### src/rtl/nbody_host_if_if.sv
// Host bus bundle for the n-body accelerator front end: chipselect/read/write strobes,
// 16-bit address, 64-bit write data and registered read data.
interface nbody_host_if_if;
  logic        chipselect;
  logic        read;
  logic        write;
  logic [15:0] addr;
  logic [63:0] writedata;
  logic [63:0] readdata;

  modport master (output chipselect, read, write, addr, writedata, input readdata);
  modport slave  (input chipselect, read, write, addr, writedata, output readdata);
endinterface

### src/rtl/nbody_host_if.sv
// Host bus responder for the n-body core: run config, body loads, GO/DONE sequencing, X/Y readback.
// Optional NBODY_HOSTIF_ERRCNT_EN adds a saturating ignored-access counter at select 0x43.
module nbody_host_if #(
  parameter int BODY_ADDR_WIDTH = 9,
  parameter int MAX_BODIES      = 512
) (
  input  logic                       clk,
  input  logic                       rst,
  nbody_host_if_if.slave             bus,
  output logic [9:0]                 n_bodies,
  output logic [31:0]                gap,
  output logic                       ld_we,
  output logic [2:0]                 ld_sel,
  output logic [BODY_ADDR_WIDTH-1:0] ld_idx,
  output logic [63:0]                ld_data,
  output logic                       go,
  output logic                       rd_mode,
  output logic [BODY_ADDR_WIDTH-1:0] rd_idx,
  input  logic [63:0]                rd_x,
  input  logic [63:0]                rd_y,
  input  logic                       core_done
);
  localparam int SEL_W = 16 - BODY_ADDR_WIDTH;
  localparam logic [SEL_W-1:0] SEL_GO     = SEL_W'(8'h00);
  localparam logic [SEL_W-1:0] SEL_READ   = SEL_W'(8'h01);
  localparam logic [SEL_W-1:0] SEL_NB     = SEL_W'(8'h02);
  localparam logic [SEL_W-1:0] SEL_LD_LO  = SEL_W'(8'h03);
  localparam logic [SEL_W-1:0] SEL_LD_HI  = SEL_W'(8'h07);
  localparam logic [SEL_W-1:0] SEL_GAP    = SEL_W'(8'h08);
  localparam logic [SEL_W-1:0] SEL_DONE   = SEL_W'(8'h40);
  localparam logic [SEL_W-1:0] SEL_RD_X   = SEL_W'(8'h41);
  localparam logic [SEL_W-1:0] SEL_RD_Y   = SEL_W'(8'h42);
  localparam logic [SEL_W-1:0] SEL_ERRCNT = SEL_W'(8'h43);

  typedef enum logic [1:0] {ST_IDLE, ST_RUN, ST_DONE, ST_READOUT} state_t;
  typedef enum logic [1:0] {SRC_IMM, SRC_X, SRC_Y} src_t;

  state_t state_reg, state_next;

  logic [SEL_W-1:0]           sel;
  logic [BODY_ADDR_WIDTH-1:0] idx;
  logic [63:0]                wd;
  logic wr_acc, rd_acc, collide;
  logic wr_go, wr_read, wr_nb, wr_gap, wr_load, wr_err;
  logic start_ok, start, illegal, cfg_ok, load_ok;
  logic [9:0]  nb_clamped;
  logic [15:0] errcnt;

  logic [9:0]                 n_bodies_reg;
  logic [31:0]                gap_reg;
  logic                       ld_we_reg;
  logic [2:0]                 ld_sel_reg;
  logic [BODY_ADDR_WIDTH-1:0] ld_idx_reg;
  logic [63:0]                ld_data_reg;
  logic                       go_reg;
  logic                       done_flag_reg;
  logic [BODY_ADDR_WIDTH-1:0] rd_idx_reg;
  logic [63:0]                readdata_reg;

  // First stage of the two-cycle read pipeline: what to return and from where.
  logic        s1_valid_reg;
  src_t        s1_src_reg, rd_src;
  logic [63:0] s1_imm_reg, rd_imm;

  assign sel = bus.addr[15:BODY_ADDR_WIDTH];
  assign idx = bus.addr[BODY_ADDR_WIDTH-1:0];
  assign wd  = bus.writedata;

  // A simultaneous read and write is treated as a write; the read is dropped.
  assign wr_acc  = bus.chipselect & bus.write;
  assign rd_acc  = bus.chipselect & bus.read & ~bus.write;
  assign collide = bus.chipselect & bus.read & bus.write;

  assign wr_go    = wr_acc && (sel == SEL_GO);
  assign wr_read  = wr_acc && (sel == SEL_READ);
  assign wr_nb    = wr_acc && (sel == SEL_NB);
  assign wr_gap   = wr_acc && (sel == SEL_GAP);
  assign wr_load  = wr_acc && (sel >= SEL_LD_LO) && (sel <= SEL_LD_HI);
  assign wr_err   = wr_acc && (sel == SEL_ERRCNT);
  assign start_ok = wr_go && wd[0] && (n_bodies_reg != 10'd0);

  assign cfg_ok  = (state_reg != ST_RUN);
  assign load_ok = (state_reg == ST_IDLE) || (state_reg == ST_DONE);

  assign nb_clamped = (wd > 64'(MAX_BODIES)) ? 10'(MAX_BODIES) : wd[9:0];

  always_ff @(posedge clk) begin
    if (rst) state_reg <= ST_IDLE;
    else     state_reg <= state_next;
  end

  always_comb begin
    state_next = state_reg;
    start      = 1'b0;
    illegal    = 1'b0;
    case (state_reg)
      ST_IDLE: begin
        illegal = wr_read;
        if (start_ok) begin
          state_next = ST_RUN;
          start      = 1'b1;
        end
      end
      ST_RUN: begin
        illegal = wr_go | wr_read | wr_nb | wr_gap | wr_load;
        if (core_done) state_next = ST_DONE;
      end
      ST_DONE: begin
        if (start_ok) begin
          state_next = ST_RUN;
          start      = 1'b1;
        end else if (wr_read && wd[0]) begin
          state_next = ST_READOUT;
        end
      end
      ST_READOUT: begin
        // The reader owns the core memories here, so body loads are refused.
        illegal = wr_load;
        if (start_ok) begin
          state_next = ST_RUN;
          start      = 1'b1;
        end else if (wr_read && !wd[0]) begin
          state_next = ST_DONE;
        end
      end
      default: state_next = ST_IDLE;
    endcase
  end

  always_comb begin
    rd_src = SRC_IMM;
    rd_imm = 64'd0;
    case (sel)
      SEL_DONE:   rd_imm = {63'd0, done_flag_reg};
      SEL_RD_X:   if (state_reg == ST_READOUT) rd_src = SRC_X;
      SEL_RD_Y:   if (state_reg == ST_READOUT) rd_src = SRC_Y;
      SEL_ERRCNT: rd_imm = {48'd0, errcnt};
      default:    rd_imm = 64'd0;
    endcase
  end

  always_ff @(posedge clk) begin
    if (rst) begin
      n_bodies_reg  <= '0;
      gap_reg       <= '0;
      ld_we_reg     <= 1'b0;
      ld_sel_reg    <= '0;
      ld_idx_reg    <= '0;
      ld_data_reg   <= '0;
      go_reg        <= 1'b0;
      done_flag_reg <= 1'b0;
      rd_idx_reg    <= '0;
      readdata_reg  <= '0;
      s1_valid_reg  <= 1'b0;
      s1_src_reg    <= SRC_IMM;
      s1_imm_reg    <= '0;
    end else begin
      go_reg    <= start;
      ld_we_reg <= wr_load && load_ok;
      if (wr_load && load_ok) begin
        ld_sel_reg  <= 3'(sel - SEL_LD_LO);
        ld_idx_reg  <= idx;
        ld_data_reg <= wd;
      end
      if (wr_nb && cfg_ok)  n_bodies_reg <= nb_clamped;
      if (wr_gap && cfg_ok) gap_reg      <= wd[31:0];
      if (start)                                  done_flag_reg <= 1'b0;
      else if (state_reg == ST_RUN && core_done)  done_flag_reg <= 1'b1;

      s1_valid_reg <= rd_acc;
      s1_src_reg   <= rd_src;
      s1_imm_reg   <= rd_imm;
      if (rd_acc && (sel == SEL_RD_X || sel == SEL_RD_Y)) rd_idx_reg <= idx;
      // Core memory data is valid the cycle after rd_idx moves.
      if (s1_valid_reg) begin
        case (s1_src_reg)
          SRC_X:   readdata_reg <= rd_x;
          SRC_Y:   readdata_reg <= rd_y;
          default: readdata_reg <= s1_imm_reg;
        endcase
      end
    end
  end

`ifdef NBODY_HOSTIF_ERRCNT_EN
  logic [15:0] errcnt_reg;

  always_ff @(posedge clk) begin
    if (rst || wr_err)                                errcnt_reg <= '0;
    else if ((illegal || collide) && errcnt_reg != 16'hFFFF) errcnt_reg <= errcnt_reg + 16'd1;
  end

  assign errcnt = errcnt_reg;
`else
  logic errcnt_unused;

  assign errcnt        = 16'd0;
  assign errcnt_unused = illegal | collide | wr_err;
`endif

  assign n_bodies     = n_bodies_reg;
  assign gap          = gap_reg;
  assign ld_we        = ld_we_reg;
  assign ld_sel       = ld_sel_reg;
  assign ld_idx       = ld_idx_reg;
  assign ld_data      = ld_data_reg;
  assign go           = go_reg;
  assign rd_mode      = (state_reg == ST_READOUT);
  assign rd_idx       = rd_idx_reg;
  assign bus.readdata = readdata_reg;
endmodule

### src/flat_wrapper.sv
// flat-port wrapper written by rule: the top's interface ports become plain ports
module nbody_host_if_flat 
#(
  parameter int BODY_ADDR_WIDTH = 9,
  parameter int MAX_BODIES      = 512
)
  (clk, rst, n_bodies, gap, ld_we, ld_sel, ld_idx, ld_data, go, rd_mode, rd_idx, rd_x, rd_y, core_done, bus_chipselect, bus_read, bus_write, bus_addr, bus_writedata, bus_readdata);
  nbody_host_if_if bus_i ();
  input  logic clk;
  input  logic rst;
  output logic [9:0] n_bodies;
  output logic [31:0] gap;
  output logic ld_we;
  output logic [2:0] ld_sel;
  output logic [BODY_ADDR_WIDTH-1:0] ld_idx;
  output logic [63:0] ld_data;
  output logic go;
  output logic rd_mode;
  output logic [BODY_ADDR_WIDTH-1:0] rd_idx;
  input  logic [63:0] rd_x;
  input  logic [63:0] rd_y;
  input  logic core_done;
  input wire logic [$bits(bus_i.chipselect)-1:0] bus_chipselect;
  input wire logic [$bits(bus_i.read)-1:0] bus_read;
  input wire logic [$bits(bus_i.write)-1:0] bus_write;
  input wire logic [$bits(bus_i.addr)-1:0] bus_addr;
  input wire logic [$bits(bus_i.writedata)-1:0] bus_writedata;
  output wire logic [$bits(bus_i.readdata)-1:0] bus_readdata;
  assign bus_i.chipselect = bus_chipselect;
  assign bus_i.read = bus_read;
  assign bus_i.write = bus_write;
  assign bus_i.addr = bus_addr;
  assign bus_i.writedata = bus_writedata;
  assign bus_readdata = bus_i.readdata;
  nbody_host_if #(.BODY_ADDR_WIDTH(BODY_ADDR_WIDTH), .MAX_BODIES(MAX_BODIES)) u_core (.clk(clk), .rst(rst), .bus(bus_i), .n_bodies(n_bodies), .gap(gap), .ld_we(ld_we), .ld_sel(ld_sel), .ld_idx(ld_idx), .ld_data(ld_data), .go(go), .rd_mode(rd_mode), .rd_idx(rd_idx), .rd_x(rd_x), .rd_y(rd_y), .core_done(core_done));
endmodule
### config.mk
export PLATFORM = sky130hd
export DESIGN_NAME = nbody_host_if_flat
export DESIGN_NICKNAME = d
export VERILOG_FILES = /design/src/rtl/nbody_host_if_if.sv /design/src/rtl/nbody_host_if.sv /design/src/flat_wrapper.sv
export SDC_FILE = /design/constraint.sdc
export NUM_CORES = 1
export LEC_CHECK = 0
export CAP_MARGIN = 20
export CELL_PAD_IN_SITES_DETAIL_PLACEMENT = 0
export CELL_PAD_IN_SITES_GLOBAL_PLACEMENT = 1
export CORE_AREA = 3 3 174 176
export CTS_CLUSTER_DIAMETER = 50
export DETAILED_ROUTE_END_ITERATION = 16
export DIE_AREA = 0 0 177 179
export GPL_ROUTABILITY_DRIVEN = 0
export HOLD_SLACK_MARGIN = 0.12
export PLACE_DENSITY = 0.83
export SYNTH_ARGS = -nofsm -noshare
export SYNTH_HDL_FRONTEND = slang
export SYNTH_SLANG_ARGS = --single-unit
### constraint.sdc
create_clock -name clk -period 2.5 [get_ports clk]
set_input_delay 0.5 -clock clk [delete_from_list [all_inputs] [get_ports clk]]
set_output_delay 0.5 -clock clk [all_outputs]
set_load 0.01 [all_outputs]
==> results.toml, run 1 <==
[outcome]
run_status = "completed"

[clocking]
postCtsHoldBufs = 0
post_cts_resize_count = 0
cts_htree_levels = 4
post_cts_setup_repair_buffer_count = 0
cts_sinks = 200
cts_made_buffers = 17
clockBufferDepth = 2
clkLatencyLatePin_ns = 0.43
clk_pin_slew_worst_paths_ns = 0.08
tritoncts = "built"
clk_root_buffer_cell = "clkbuf_16"

[yosys]
synth_ff_type = "dfxtp_1"
postSynthAreaPerCell_um2 = 8.23
total_of_warnings_raised_by_yosys = 0
synth.ff_latch_count = 200
synth_top_cells_by_area = "dfxtp_1 (50%), a21oi_1 (11%), nand2_1 (10%), a22o_1 (7.3%), nor2b_1 (5.2%)"
asyncSetResetFlopFracSynth_pct = 0
post_synth_inst_count = 973
synth_top_area_share_pct = 50.0
yosysUniqueCellTypes = 43
cell_taking_the_most_area_after_synthesis = "dfxtp_1"
syn_nets = 1193
syn-cell-area_um2 = 8010
ys_seq_area_share_pct = 50.0
synth-edff-count = 0

[power_and_ir_drop]
powerDensity_nw_per_um2 = 497
power.static_leakage_nw = 4.86
power.ir.vdd_worst_mv = 0.343
total_power_mw = 6.69

[timing]
post-route-min-period_ns = 2.27
timing_worst_slew_pin_value_ns = 0.737
rsz_0062_raised_after_global_routing = "no"
timing.final.crit_share_pct = 90.9
fin_setup_tns_ns = 0
hold_viol = 0
max_freq_mhz = 440
post-route-worst-setup-slack_ns = 0.228
finalMaxSlewViolations = 0
final.setup_skew_ns = 0.00699
timing.slew.headroom_pct = 50.9
finalSetupViolations = 0

[critical_path]
cell_chain_critical_path = "clkdlybuf4s50_1 -> nor4_2 -> nand2_1 -> or4_1 -> buf_4 -> mux2i_1 -> nor2_1"
worst-endpoint-required_ns = 2.80
worst-r2r-setup-slack_ns = 0.50
crit_slowest_cell = "or4_1"
setup.worst_path.end_class = "flip-flop"
worst_r2r_path_depth = 5
criticalPathCategory = "input port to flip-flop"
cp_top_family = "simple AND/OR/NAND/NOR gates"
critical_path.n_buffers_inverters = 2
rr_startpoint = "u_core.s1_src_reg[1]"
startpoint_type_of_the_worst_setup_path = "input port"
crit_cells = 7
regToRegEndpoint = "u_core.bus.readdata[3]"
crit_fanout = 5
worst_ep_arrival_time_ns = 2.57
critical_path.max_stage_delay_ns = 0.55

[cells_and_area]
most-common-layout-cells = "clkdlybuf4s50_1 (406), nand2_1 (224), dfxtp_1 (199)"
layout-drive-gt1-share_pct = 7.30
fillCellCount = 2798
seqCellArea_um2 = 4010
utilization_after_layout_pct = 46.8
area_growth_pct = 68.1
multiInputGateArea_um2 = 3700
mostFrequentLayoutCell = "clkdlybuf4s50_1"
count_of_nets_after_finishing = 1604

[drt]
drc = 0
drtPass1Iterations = 5
routed_wirelength_mm = 33.3
average_wire_per_standard_cell_um = 18.7
dr_total_vias = 8369
detail_route.vias_per_cell = 4.69
detail_route_antenna_nets = 0
detailedRoute.firstIterationViolations = 507

[global_route]
grt_use_total_pct = 20.0
grt_first_pass_wirelength_mm = 48.4
grt_start_max_net_pins = 69
grt_antenna_before_repair = 4
globalRouteOverflowTotal = 0
grt_pass1_vias = 8210

[die]
floorplan.initialDensity_pct = 27.8
floorplan.die.width_um = 177
die-area_um2 = 31700
die_outline_height_um = 179
placementRows = 62
core_um2 = 28800
floorplan.io_pins = 408

[min_path]
min-delay-path-class = "input port to flip-flop"
min_to = "u_core.ld_data[14]"
hold-path-cell-count = 2
hold_start = "rst"

[placed_design]
port-buffer-count = 407
pre_cts_slack_ns = -0.209
detailedPlacementHpwl_mm = 24.8

[job]
maxCapViolCount = 0
## routing by layer
layer  GRT usage, %  part of all wire [%]  vias to the layer above
li1               -                     -                     4140
met1           23.5                    40                     3878
met2           33.4                    48                      320
met3           7.84                   9.9                       29
met4           6.71                   1.4                        2
met5              0                 0.039                        -
## worst max-delay path by stage
stage | startpoint | to | slack (ns)
global route | bus_addr[11] | u_core.rd_idx[4] | 0.09
finish | bus_addr[13] | u_core.rd_idx[5] | 0.23
CTS | bus_addr[11] | u_core.rd_idx[6] | 0.27
global placement | bus_addr[11] | u_core.rd_idx[3] | -0.18
detailed placement | bus_addr[11] | u_core.rd_idx[6] | -0.21
floorplan | bus_addr[11] | u_core.rd_idx[0] | 0.50
## worst reg2reg max path, delay by kind of cell (launching register included)
family	cells	cell delay, ns
simple gates	1	0.09
flops	1	0.36
buf+inv	1	0.48
compound gates	2	0.36
fa+ha+maj	1	0.65
## cell type report
class / count / share of cell area (%)
Antenna cell: 3 / 0.0558
Clock buffer: 19 / 3.22
Clock inverter: 13 / 1.26
Inverter: 5 / 0.139
Multi-Input combinational cell: 694 / 27.5
Sequential cell: 200 / 29.7
Tap cell: 384 / 3.57
Timing Repair Buffer: 466 / 34.5
## cell families (layout without fill, tap and decap cells)
kind of cell	count (synthesis)	in the layout	share of synthesized area, %
other cells	0	3	0
flops	200	200	50.0
simple gates	416	416	23.4
fa+ha+maj	6	6	0.937
buf+inv	79	503	4.14
mux	10	10	1.25
compound gates	261	261	20.2
xor+xnor	1	1	0.109
## cells in the mapped netlist (2+ instances only)
library cell  number
dfxtp_1          200
nand4_1            3
buf_4              4
nor2_1            83
nor4_1            16
mux2i_1           10
and2_1             2
nor3_1             6
buf_2              4
clkbuf_1          62
buf_1              2
nand3_1            2
ha_1               6
a32o_1             6
o21ai_0            4
nor2b_1           66
or4_1              4
nand2_1          224
buf_6              2
a21oi_1          173
a22oi_1            2
a22o_1            67
inv_1              5
## through the flow
step	cells	hold WS (ns)	area [um2]
after global routing	1784	0.365	13500
after floorplan	973	0.411	8010
after detailed placement	1749	0.446	12900
after global placement	1749	0.441	12900
after CTS	1781	0.346	13500
final	1784	0.378	13500
## power breakdown
| part | internal (mW) | switching (mW) | leakage [nW] |
|---|---|---|---|
| Combinational | 0.358 | 0.217 | 2.96 |
| Clock | 1.60 | 1.32 | 0.290 |
| Sequential | 3.19 | 0.00395 | 1.61 |
Power figures use the tool's default switching activity.
==> run 2, diff against run 1 <==
ABC_AREA = 0   (was unset)
CAP_MARGIN = unset   (was 20)
CORE_AREA = 3 3 171 173   (was 3 3 174 176)
CTS_BUF_LIST = sky130_fd_sc_hd__clkbuf_4 sky130_fd_sc_hd__clkbuf_8   (was unset)
DIE_AREA = 0 0 174 176   (was 0 0 177 179)
PLACE_DENSITY = 0.86   (was 0.83)
==> run 2 against run 1 <==
  * Final cell count fell by 0.84%
  * First-iteration DRC count fell by 15%
  * Sequential power barely moved
  * Largest power group unchanged
  * Hold slack got worse by 0.13 ns
  * Sequential cell count did not move
  * Worst setup slack improved by 0.077 ns
  * Register-to-register slack improved by 0.19 ns
  * Non-clock buffer count fell by 11
  * Clock skew rose by 0.023 ns
==> results.toml, run 2 (synthesis gave the netlist of run 1 again) <==
[timing]
fin_setup_tns_ns = 0
hold_viol = 0
post-route-min-period_ns = 2.19
max_freq_mhz = 456
finalSetupViolations = 0
finalMaxSlewViolations = 0
timing.slew.headroom_pct = 50.4
timing_worst_slew_pin_value_ns = 0.744
timing.final.crit_share_pct = 87.8
final.setup_skew_ns = 0.0295
rsz_0062_raised_after_global_routing = "no"

[critical_path]
startpoint_type_of_the_worst_setup_path = "input port"
worst_ep_arrival_time_ns = 2.61
cell_repeated_most_along_the_worst_path = "buf_4"
worst-r2r-setup-slack_ns = 0.69
critical_path.max_stage_delay_ns = 0.55
worst-endpoint-required_ns = 2.92
criticalPathCategory = "input port to flip-flop"
crit_slowest_cell = "clkdlybuf4s50_1"
crit_fanout = 5
worst_r2r_path_depth = 7
setup.worst_path.end_class = "flip-flop"
cell_chain_critical_path = "clkdlybuf4s50_1 -> nand3b_1 -> buf_4 -> nor4_1 -> nand4b_1 -> buf_4 -> nor3_1 -> buf_4 -> a32o_1"

[power_and_ir_drop]
power.static_leakage_nw = 4.72
total_power_mw = 6.07
power.ir.vdd_worst_mv = 0.373
powerDensity_nw_per_um2 = 460

[clocking]
postCtsHoldBufs = 0
post_cts_resize_count = 0
tritoncts = "built"
clk_pin_slew_worst_paths_ns = 0.12
clk_root_buffer_cell = "clkbuf_8"
clkLatencyLatePin_ns = 0.48
post_cts_setup_repair_buffer_count = 0
cts_made_buffers = 17
clockBufferDepth = 2
cts_sinks = 200
cts_htree_levels = 4

[placed_design]
port-buffer-count = 407
detailedPlacementHpwl_mm = 24.5

[cells_and_area]
layout-drive-gt1-share_pct = 6.71
count_of_nets_after_finishing = 1593
area_growth_pct = 64.8
fillCellCount = 2772
most-common-layout-cells = "clkdlybuf4s50_1 (406), nand2_1 (224), dfxtp_1 (199)"
mostFrequentLayoutCell = "clkdlybuf4s50_1"

[drt]
average_wire_per_standard_cell_um = 18.7
routed_wirelength_mm = 33.1
drc = 0
detail_route_antenna_nets = 0
detailedRoute.firstIterationViolations = 430
dr_total_vias = 8469
detail_route.vias_per_cell = 4.79
drtPass1Iterations = 5

[die]
floorplan.die.width_um = 174
die_outline_height_um = 176
floorplan.initialDensity_pct = 28.8
die-area_um2 = 30600
placementRows = 61
core_um2 = 27800
floorplan.io_pins = 408

[global_route]
grt_first_pass_wirelength_mm = 49.7
grt_antenna_before_repair = 8
grt_use_total_pct = 20.7
globalRouteOverflowTotal = 0
grt_start_max_net_pins = 146
grt_pass1_vias = 8564

[min_path]
hold-path-cell-count = 2
min-delay-path-class = "input port to flip-flop"

[outcome]
run_status = "completed"

[job]
maxCapViolCount = 0
## run 2: worst paths after layout
path | from | to
worst min-delay path | rst | u_core.ld_data[2]
worst max-delay path | bus_write | u_core.n_bodies[3]
worst min register to register | u_core.done_flag_reg | u_core.s1_imm_reg[0]
worst max register to register | u_core.state_reg[0] | u_core.n_bodies[3]
## run 2: where the power goes
group | switching (mW) | leakage [nW] | internal (mW)
combinational | 0.214 | 2.89 | 0.352
sequential | 0.00416 | 1.61 | 3.19
clock | 1.43 | 0.221 | 0.884
## run 2: stage by stage
stage	hold slack [ns]	instances	instance area (um2)	worst slack, ns	utilization, %
2_1_floorplan	0.411	973	8010	0.496	-
3_3_place_gp	0.439	1732	12700	-0.176	45.8
5_1_grt	0.226	1769	13200	0.175	47.5
6_report	0.243	1769	13200	0.305	47.5
3_5_place_dp	0.445	1732	12700	-0.160	45.8
4_1_cts	0.216	1764	13200	0.281	47.5
## run 2: routing by layer
layer	global-route usage, %	wire, um	vias to the layer above
met5	0	31	-
met4	6.30	523	6
met3	8.90	3410	26
met2	36.3	16400	332
met1	22.7	12700	3985
li1	-	-	4120
## run 2: worst max-delay path, delay by kind of cell
kind / cells / cell delay [ns]
AO/OA/AOI/OAI: 1 / 0.15
AND/OR/NAND/NOR: 4 / 0.86
buffers and inverters: 4 / 1.10
## run 2: final cells by class
class	count	area [um2]	area share, %
antenna	5	12.5	0.0948
clock buffer	17	234	1.77
clock inverter	15	218	1.65
inverter	5	18.8	0.142
multi-input combinational	694	3700	28.1
sequential	200	4010	30.3
tap	378	473	3.58
timing repair buffer	455	4540	34.4
==> run 3, diff against run 2 <==
MAX_ROUTING_LAYER = met4   (was unset)
==> run 3 against run 2 <==
  * Total power about the same
  * Critical path depth unchanged
  * Clock-buffer cell count unchanged
  * Fmax increased by 0.66%
  * Utilization about the same
  * Global-route usage increased by 0.68 points
  * Combinational power about the same
  * Worst setup slack improved by 0.014 ns
  * Sequential cell count unchanged
  * Critical path type unchanged
  * Critical endpoint is now u_core.n_bodies[2]
  * Highest routed layer is now met4
==> results.toml, run 3 (synthesis gave the netlist of run 1 again) <==
[outcome]
run_status = "completed"

[critical_path]
worst_ep_arrival_time_ns = 2.60
worst-r2r-setup-slack_ns = 0.70
crit_fanout = 5
rr_startpoint = "u_core.state_reg[0]"
startpoint_type_of_the_worst_setup_path = "input port"
cp_top_family = "buffers and inverters"
worst-endpoint-required_ns = 2.92
crit_slowest_cell = "clkdlybuf4s50_1"
cell_repeated_most_along_the_worst_path = "buf_4"
critical_path.n_buffers_inverters = 4
worst_r2r_path_depth = 7
setup.worst_path.end_class = "flip-flop"
regToRegEndpoint = "u_core.n_bodies[2]"
cell_chain_critical_path = "clkdlybuf4s50_1 -> nand3b_1 -> buf_4 -> nor4_1 -> nand4b_1 -> buf_4 -> nor3_1 -> buf_4 -> a32o_1"
criticalPathCategory = "input port to flip-flop"
critical_path.max_stage_delay_ns = 0.55

[cells_and_area]
layout-drive-gt1-share_pct = 6.71
area_growth_pct = 64.9
count_of_nets_after_finishing = 1593
most-common-layout-cells = "clkdlybuf4s50_1 (406), nand2_1 (224), dfxtp_1 (199)"
final-instance-count-excl-fill = 1772
utilization_after_layout_pct = 47.5
mostFrequentLayoutCell = "clkdlybuf4s50_1"

[die]
die_outline_height_um = 176
floorplan.io_pins = 408
core_um2 = 27800
floorplan.die.width_um = 174
floorplan.initialDensity_pct = 28.8
placementRows = 61
die-area_um2 = 30600

[drt]
detailedRoute.firstIterationViolations = 425
dr_total_vias = 8472
drtPass1Iterations = 4
drc = 0
average_wire_per_standard_cell_um = 18.7
detail_route.vias_per_cell = 4.78
routed_wirelength_mm = 33.1
detail_route_antenna_nets = 0

[clocking]
cts_htree_levels = 4
clockBufferDepth = 2
clk_pin_slew_worst_paths_ns = 0.12
clk_root_buffer_cell = "clkbuf_8"
tritoncts = "built"
cts_made_buffers = 17
clkLatencyLatePin_ns = 0.49
post_cts_resize_count = 0
cts_sinks = 200
post_cts_setup_repair_buffer_count = 0
postCtsHoldBufs = 0

[timing]
post-route-worst-setup-slack_ns = 0.320
finalSetupViolations = 0
final.hold.worst_slack_ns = 0.239
hold_viol = 0
final.setup_skew_ns = 0.0311
timing.final.crit_share_pct = 87.2
timing.slew.headroom_pct = 49.9
finalMaxSlewViolations = 0
rsz_0062_raised_after_global_routing = "no"
max_freq_mhz = 459
post-route-min-period_ns = 2.18
timing_worst_slew_pin_value_ns = 0.752

[global_route]
grt_antenna_before_repair = 8
grt_use_total_pct = 21.4
grt_start_max_net_pins = 146
globalRouteOverflowTotal = 0
grt_pass1_vias = 8588
grt_first_pass_wirelength_mm = 49.6

[job]
maxCapViolCount = 0

[placed_design]
placed_cells = 1732
port-buffer-count = 407
detailedPlacementHpwl_mm = 24.5
pre_cts_slack_ns = -0.160

[min_path]
min_to = "u_core.ld_data[2]"
hold-path-cell-count = 2
hold_start = "rst"
min-delay-path-class = "input port to flip-flop"

[power_and_ir_drop]
powerDensity_nw_per_um2 = 460
power.static_leakage_nw = 4.72
power.ir.vdd_worst_mv = 0.371
-- run 3: cell count changes in the layout (fill, tap and decap cells not counted), sizes merged --
cell	previous run	this run
diode	5	8
-- run 3: cell type report --
type                    instances  area, um2
inverters                       5       18.8
multi-input cells             694       3700
repair buffers                455       4540
clock buffers                  17        234
fillers                      2775      14600
clock inverters                15        218
well taps                     378        473
diodes                          8       20.0
flip-flops and latches        200       4010
-- run 3: per-stage QoR --
| step | area, um2 | total power, mW | setup TNS, ns |
|---|---|---|---|
| detailed placement | 12700 | 3.84 | -1.47 |
| CTS | 13200 | 6.17 | 0 |
| finish | 13200 | 6.08 | 0 |
| floorplan | 8010 | 3.36 | 0 |
| global route | 13200 | 6.31 | 0 |
| global placement | 12700 | 3.84 | -1.48 |
-- run 3: worst reg2reg max path, cell delays in order, from the launching register on --
cell and delay (ns):
dfxtp_1 0.42, nor2b_1 0.45, nor2_1 0.12, nand4b_1 0.13
buf_4 0.14, nor3_1 0.05, buf_4 0.16, a32o_1 0.23
-- run 3: per-layer routing --
metal  vias to the layer above  GRT usage (%)  share of wire [%]
met2                       334           36.1                 50
met3                        22           8.09                9.2
met5                         -              -                  0
li1                       4120              -                  -
met1                      3996           23.5                 39
met4                         0           6.30                1.5
-- run 3: how the worst max path moves through the flow --
stage | startpoint | end | slack, ns | cells after the start
CTS | u_core.state_reg[1] | rd_mode | 0.28 | 3
finish | bus_write | u_core.n_bodies[2] | 0.32 | 9
global route | bus_write | u_core.n_bodies[2] | 0.18 | 9
floorplan | bus_addr[11] | u_core.rd_idx[0] | 0.50 | 7
detailed placement | bus_write | u_core.n_bodies[8] | -0.16 | 8
global placement | bus_write | u_core.n_bodies[2] | -0.18 | 9
-- run 3: where the power goes --
group	internal, mW	leakage, nW	switching, mW
clock	0.884	0.221	1.43
combinational	0.352	2.89	0.215
sequential	3.19	1.61	0.00418
